### src/rtl/instruction_prefetch_unit_pkg.sv
// Shared types for the instruction prefetch front end: fetch entries,
// issue FSM states and the instruction word size.
package instruction_prefetch_unit_pkg;

  typedef logic [31:0] uint32_t;

  typedef struct packed {
    uint32_t pc;
    uint32_t instr;
  } fetch_entry_t;

  localparam int INSTR_BYTES = 4;

  typedef enum logic {
    IDLE,
    REQ
  } issue_state_t;

endpackage

### src/rtl/instruction_prefetch_unit_prefetch_fifo.sv
// Synchronous FIFO of fetch entries with flush, a head register output gated
// by occupancy, and an occupancy count used for fetch credit.
module prefetch_fifo
  import instruction_prefetch_unit_pkg::*;
#(
  parameter int DEPTH = 4
) (
  input  logic                         clk,
  input  logic                         rst,
  input  logic                         flush,
  input  logic                         push,
  input  fetch_entry_t                 push_data,
  input  logic                         pop,
  output logic                         head_valid,
  output fetch_entry_t                 head,
  output logic [$clog2(DEPTH+1)-1:0]   count
);

  localparam int PW = $clog2(DEPTH);
  localparam int CW = $clog2(DEPTH + 1);

  fetch_entry_t    mem [DEPTH];
  logic [PW-1:0]   wr_ptr;
  logic [PW-1:0]   rd_ptr;
  logic            do_push;
  logic            do_pop;

  assign do_push    = push && !flush;
  assign do_pop     = pop && !flush && (count != '0);
  assign head_valid = (count != '0);
  assign head       = head_valid ? mem[rd_ptr] : '0;

  // NOTE: storage has no reset; stale contents are never visible because the
  // head is gated by head_valid, so only pointers and count need resetting.
  always_ff @(posedge clk) begin
    if (do_push) mem[wr_ptr] <= push_data;
  end

  // NOTE: every sequential assignment uses <= so all registers sample the
  // same pre-edge values regardless of statement order.
  always_ff @(posedge clk or negedge rst) begin
    if (!rst) begin
      wr_ptr <= '0;
      rd_ptr <= '0;
      count  <= '0;
    end else if (flush) begin
      wr_ptr <= '0;
      rd_ptr <= '0;
      count  <= '0;
    end else begin
      if (do_push) wr_ptr <= wr_ptr + PW'(1);
      if (do_pop)  rd_ptr <= rd_ptr + PW'(1);
      count <= count + CW'(do_push) - CW'(do_pop);
    end
  end

  // Credit accounting upstream must make this unreachable.
  always_ff @(posedge clk) begin
    if (rst && do_push) assert (count != CW'(DEPTH));
  end

endmodule

### src/rtl/instruction_prefetch_unit.sv
// Sequential instruction prefetcher: issues Avalon-MM reads ahead of decode,
// buffers responses in a FIFO and discards stale responses after a redirect.
module instruction_prefetch_unit
  import instruction_prefetch_unit_pkg::*;
#(
  parameter int          DEPTH    = 4,
  parameter logic [31:0] RESET_PC = 32'h0000_0000
) (
  input  logic        clk,
  input  logic        rst,
  output logic [31:0] avm_address,
  output logic        avm_read,
  output logic [3:0]  avm_byteenable,
  input  logic        avm_waitrequest,
  input  logic        avm_readdatavalid,
  input  logic [31:0] avm_readdata,
  input  logic        redirect,
  input  logic [31:0] redirect_pc,
  output logic        instr_valid,
  input  logic        instr_ready,
  output logic [31:0] instr_data,
  output logic [31:0] instr_pc,
  output logic        busy
);

  localparam int CW = $clog2(DEPTH + 1);

  issue_state_t   state, state_next;
  logic [31:0]    fetch_pc, fetch_pc_next;
  logic [31:0]    resp_pc, resp_pc_next;
  logic [31:0]    addr_next, target_pc, launch_pc;
  logic [CW-1:0]  outstanding, out_next;
  logic [CW-1:0]  drop, drop_next;
  logic [CW-1:0]  count, count_next;
  logic           stale, stale_next;
  logic           accept, push, pop, credit;
  fetch_entry_t   push_data, head;

  assign target_pc      = redirect_pc & 32'hFFFF_FFFC;
  assign launch_pc      = redirect ? target_pc : fetch_pc;
  assign avm_read       = (state == REQ);
  assign avm_byteenable = 4'b1111;
  assign accept         = avm_read && !avm_waitrequest;
  assign push           = avm_readdatavalid && (drop == '0) && !redirect;
  assign pop            = instr_valid && instr_ready && !redirect;
  assign out_next       = outstanding + CW'(accept) - CW'(avm_readdatavalid);
  assign count_next     = redirect ? '0 : count + CW'(push) - CW'(pop);
  // Credit covers every read that could still land in the FIFO.
  assign credit         = ((CW+1)'(count_next) + (CW+1)'(out_next)) < (CW+1)'(DEPTH);
  assign busy           = avm_read | (outstanding != '0);
  assign push_data      = '{pc: resp_pc, instr: avm_readdata};
  assign instr_pc       = head.pc;
  assign instr_data     = head.instr;

  prefetch_fifo #(.DEPTH(DEPTH)) u_fifo (
    .clk        (clk),
    .rst        (rst),
    .flush      (redirect),
    .push       (push),
    .push_data  (push_data),
    .pop        (pop),
    .head_valid (instr_valid),
    .head       (head),
    .count      (count)
  );

  // NOTE: defaults first in always_comb so no path leaves a signal unassigned,
  // which would otherwise infer a latch.
  always_comb begin
    state_next    = state;
    addr_next     = avm_address;
    fetch_pc_next = launch_pc;
    unique case (state)
      IDLE: begin
        if (credit) begin
          state_next    = REQ;
          addr_next     = launch_pc;
          fetch_pc_next = launch_pc + 32'(INSTR_BYTES);
        end
      end
      REQ: begin
        // A stalled command stays on the bus untouched, even across a redirect.
        if (accept) begin
          if (credit) begin
            addr_next     = launch_pc;
            fetch_pc_next = launch_pc + 32'(INSTR_BYTES);
          end else begin
            state_next = IDLE;
          end
        end
      end
      default: state_next = IDLE;
    endcase
  end

  always_comb begin
    if (redirect) begin
      drop_next  = out_next;
      stale_next = avm_read && avm_waitrequest;
    end else begin
      // A stalled pre-redirect command joins the drop count once accepted.
      drop_next  = drop - CW'(avm_readdatavalid && (drop != '0))
                        + CW'(accept && stale);
      stale_next = stale && !accept;
    end
    if (redirect)  resp_pc_next = target_pc;
    else if (push) resp_pc_next = resp_pc + 32'(INSTR_BYTES);
    else           resp_pc_next = resp_pc;
  end

  always_ff @(posedge clk or negedge rst) begin
    if (!rst) begin
      state       <= IDLE;
      avm_address <= RESET_PC;
      fetch_pc    <= RESET_PC;
      resp_pc     <= RESET_PC;
      outstanding <= '0;
      drop        <= '0;
      stale       <= 1'b0;
    end else begin
      state       <= state_next;
      avm_address <= addr_next;
      fetch_pc    <= fetch_pc_next;
      resp_pc     <= resp_pc_next;
      outstanding <= out_next;
      drop        <= drop_next;
      stale       <= stale_next;
    end
  end

endmodule

### config.mk
export PLATFORM = sky130hd
export DESIGN_NAME = instruction_prefetch_unit
export DESIGN_NICKNAME = d
export VERILOG_FILES = /design/src/rtl/instruction_prefetch_unit_pkg.sv /design/src/rtl/instruction_prefetch_unit_prefetch_fifo.sv /design/src/rtl/instruction_prefetch_unit.sv
export SDC_FILE = /design/constraint.sdc
export NUM_CORES = 1
export LEC_CHECK = 0
export BUFFER_PORTS_ARGS = -buffer_cell sky130_fd_sc_hd__buf_2
export CORE_MARGIN = 2
export CORE_UTILIZATION = 65
export CTS_BUF_LIST = sky130_fd_sc_hd__clkbuf_8
export DETAILED_ROUTE_END_ITERATION = 8
export HOLD_SLACK_MARGIN = 0.05
export PLACE_DENSITY = 0.87
export SLEW_MARGIN = 20
export SYNTH_ARGS = -nofsm -noshare
export SYNTH_HDL_FRONTEND = slang
export SYNTH_SLANG_ARGS = --single-unit
### constraint.sdc
create_clock -name clk -period 5.8 [get_ports clk]
set_input_delay 0 -clock clk [delete_from_list [all_inputs] [get_ports clk]]
set_output_delay 0 -clock clk [all_outputs]
set_load 0.02 [all_outputs]
==> summary.md <==
| Metric | Value |
|---|---|
| Outcome | completed |
| Final min period | 4.42 ns |
| Congestion Overflow GR | 0 |
| Switching share of power | 34.6% |
| Number of global-route vias before repair | 9446 |
| Ant diodes | 0 |
| Drt drc | 0 |
| Iteration-0 DRC count of the detailed router | 744 |
| Clock Path Buffers | 3 |
| Global-route wire length before repair | 49300 um |
| Num CTS Buffers | 55 |
| Max-cap violation count | 0 |
| RSZ-0062 raised after global routing | no |
| Crit path kind | flop to flop |
| CTS tree | done |
| Worst setup margin | 1.38 ns |
| Area delta synth->final | 19.2% |
| Placed instance count | 1422 |
| FF+latch count, synth | 357 |
| Maximum vdd ir drop | 0.000613 V |
| Max transition margin | 32.7% |
| Adder-Cell Fraction of Synth Area | 1.84% |
| Worst hold slack | 0.194 ns |
| PwrDens | 422 mW/mm^2 |
| Comb pwr share | 31.5% |
| Final Cycle Share | 76.2% |
| Clk slew on worst S/H paths | 0.06 ns |
| R2R Path Start | u_fifo.count[1] |
| Post-Route WL | 31600 um |
| Critical path fanouts, max | 52 |
| # resized after CTS | 0 |
| HP Class | input port to flop |
| IO Pins | 173 |
| Final Hold Viols | 0 |
| Die width | 157 um |
| R2R Path End | fetch_pc[31] |
| Reg2Reg Setup Slack | 1.38 ns |
| EDFF count, synth | 248 |
| DIE AREA | 0.0246 mm^2 |
| Pins Over Slew Limit | 0 |
| Yosys warning count | 0 |
| Nets | 1332 |
| CP required | 6.29 ns |
| Vias per cell | 5.72 |
| Post-Syn Area | 0.0152 mm^2 |
| Vias after detailed routing | 9147 |
| Core box area | 0.0228 mm^2 |
| Clk Latency, worst-skew pair | 0.58 ns |
| Hold path startpoint | avm_readdata[16] |
| CTS Root Cell | clkbuf_8 |
| Setup TNS | 0 ns |
| Fmax | 0.226 GHz |
| Largest family of logic cells by synthesized area | multiplexers |
| Worst Clk Skew | 0.0267 ns |
| Most common cell after layout, fill and taps aside | edfxtp_1 |
| Dpl hpwl | 18400 um |
| CP Launch Type | flop |
| Cells on worst reg2reg path | 17 |
| H-tree depth | 2 |
| Ys flop type | edfxtp_1 |
| Share of cells above drive strength 1 | 26.7% |
| Standard-cell rows | 55 |
| Power share of the sequential group | 42.5% |
| Syn Area/Cell | 15.5 um^2 |
| Detail Route Antenna Nets | 0 |
| Fin cells | 1600 |
| CP arrival | 4.91 ns |
| NetSw | 2.65 mW |
| Compound-Gate Fraction of Synth Area | 2.90% |
| Filler cells | 1223 |
| IO Port Bufs | 164 |
| Clock share of power | 26.0% |
| Largest net degree at the start of global routing | 105 |
| Crit. End Element | flop |
| Power Total | 7.65 mW |
| # setup viols final | 0 |
| Post-synthesis sequential area ratio | 67.0% |
| Pre-CTS WS | 1.46 ns |
| Die Ht | 157 um |
| Hold EP | u_fifo.mem[0][16] |
| Hold path cells | 2 |
| Post-Synth XOR/XNOR Area | 4.03% |
| Leak | 7.01 nW |
| Multiplexer share of the synthesized area | 11.3% |
| Initial antenna violation count | 0 |
| CTS sink count | 357 |
| Wire per inst | 19.8 um |
| Synthesized instance count | 980 |
| P_int | 5.00 mW |
| Final Wtd Congestion | 0.785 |
| Most frequent cells in the layout | edfxtp_1, buf_2, dfrtp_1 |
| Initial Util | 66.7% |
| Crit path from | u_fifo.count[1] |
| Slew @ Worst Pin | 1.01 ns |
| Library cells used by synthesis | 58 |
| Simple-gate share of the synthesized area | 10.6% |
| Tot GR Track Use | 26.3% |
| Post-synth ARST share | 30.5% |
| 1st-pass router iterations | 5 |
[cell type report]
| class | count | area, um^2 | share of cell area [%] |
|---|---|---|---|
| clock buffer | 64 | 881 | 4.86 |
| clock inverter | 38 | 188 | 1.04 |
| inverter | 26 | 97.6 | 0.539 |
| multi-input combinational | 551 | 4700 | 25.9 |
| sequential | 357 | 10200 | 56.2 |
| tap | 313 | 392 | 2.16 |
| timing repair buffer | 251 | 1680 | 9.27 |
[power groups by stage]
| stage | Clock [mW] | Sequential [mW] | Combinational (mW) |
|---|---|---|---|
| 2_1_floorplan | 0 | 3.32 | 1.58 |
| 3_3_place_gp | 0 | 3.27 | 2.24 |
| 3_5_place_dp | 0 | 3.29 | 2.31 |
| 4_1_cts | 2.01 | 3.24 | 2.37 |
| 5_1_grt | 2.13 | 3.28 | 2.63 |
| 6_report | 1.99 | 3.25 | 2.41 |
[synth_stat cells, types with 2 or more instances]
cell type,count,area (um^2)
nand3_1,21,105
nand3b_1,6,45.0
ha_1,16,200
xor2_1,36,315
edfxtp_1,248,7450
o21ai_0,52,260
fa_1,4,80.1
and3b_1,3,26.3
nand2b_1,4,25.0
buf_1,2,7.51
xnor2_1,34,298
nand2_1,89,334
nor4_4,5,106
clkbuf_1,27,101
a31oi_1,4,25.0
nor2b_1,11,68.8
buf_2,11,55.1
and2_1,69,432
nand4_1,11,68.8
mux2_2,8,90.1
nor3_1,10,50.1
mux4_2,62,1400
a21oi_1,8,40.0
and3_1,7,43.8
mux2i_1,23,230
a32o_1,4,40.0
conb_1,2,7.51
a21boi_0,2,15.0
buf_4,7,52.6
inv_1,26,97.6
dfrtp_1,109,2730
and4_1,2,17.5
nor2_1,32,120
[state kept, by name (all words and copies together), names as in the netlist]
signal,cells
resp_pc,30
stale,1
drop,3
u_fifo.wr_ptr,2
u_fifo.rd_ptr,2
u_fifo.mem,248
u_fifo.count,3
fetch_pc,32
avm_read,1
avm_address,32
outstanding,3
[how the worst max path moves through the flow]
stage / endpoint / slack, ns / depth (start not counted)
after floorplan: fetch_pc[28] / 1.61 / 21
after detailed placement: fetch_pc[29] / 1.46 / 13
after global placement: fetch_pc[29] / 1.52 / 17
final: fetch_pc[31] / 1.38 / 17
after global routing: fetch_pc[29] / 1.03 / 17
after CTS: fetch_pc[31] / 1.36 / 17
[timing repair]
| item | 4_1_cts | 5_1_grt |
|---|---|---|
| endpoints found under the hold margin | 275 | 0 |
| hold buffers | 76 | 0 |
| buffers inserted | 0 | 0 |
[layer usage]
metal,track usage (%),vias up,part of all wire [%]
li1,-,4134,-
met1,35.6,4551,41
met2,44.0,404,50
met3,4.87,58,7.1
met4,8.61,0,1.9
met5,0,-,0
[stage by stage]
| stage | utilization [%] | instance area [um^2] |
|---|---|---|
| after global placement | 71.4 | 16300 |
| after detailed placement | 71.4 | 16300 |
| final | 79.5 | 18100 |
| after global routing | 79.5 | 18100 |
| after floorplan | - | 15200 |
| after CTS | 79.5 | 18100 |
[worst max-delay path, cell delays in order, from the launching register on]
cell,delay [ns]
dfrtp_1,0.40
or3_2,0.49
nand2_1,0.16
nor2_1,0.06
ha_1,0.28
inv_1,0.04
ha_1,0.18
fa_1,0.39
xnor2_1,0.19
nor2_1,0.06
ha_1,0.27
nor3_1,0.35
nand3_2,0.11
buf_4,0.29
nor4_4,0.46
nand4_4,0.20
nor3_1,0.22
xnor2_1,0.16
[logic make-up after synthesis]
group	after synthesis
compound gates	77
other cells	2
fa+ha+maj	20
simple gates	285
flops	357
xor+xnor	70
buf+inv	76
mux	93
Power figures use the tool's default switching activity.
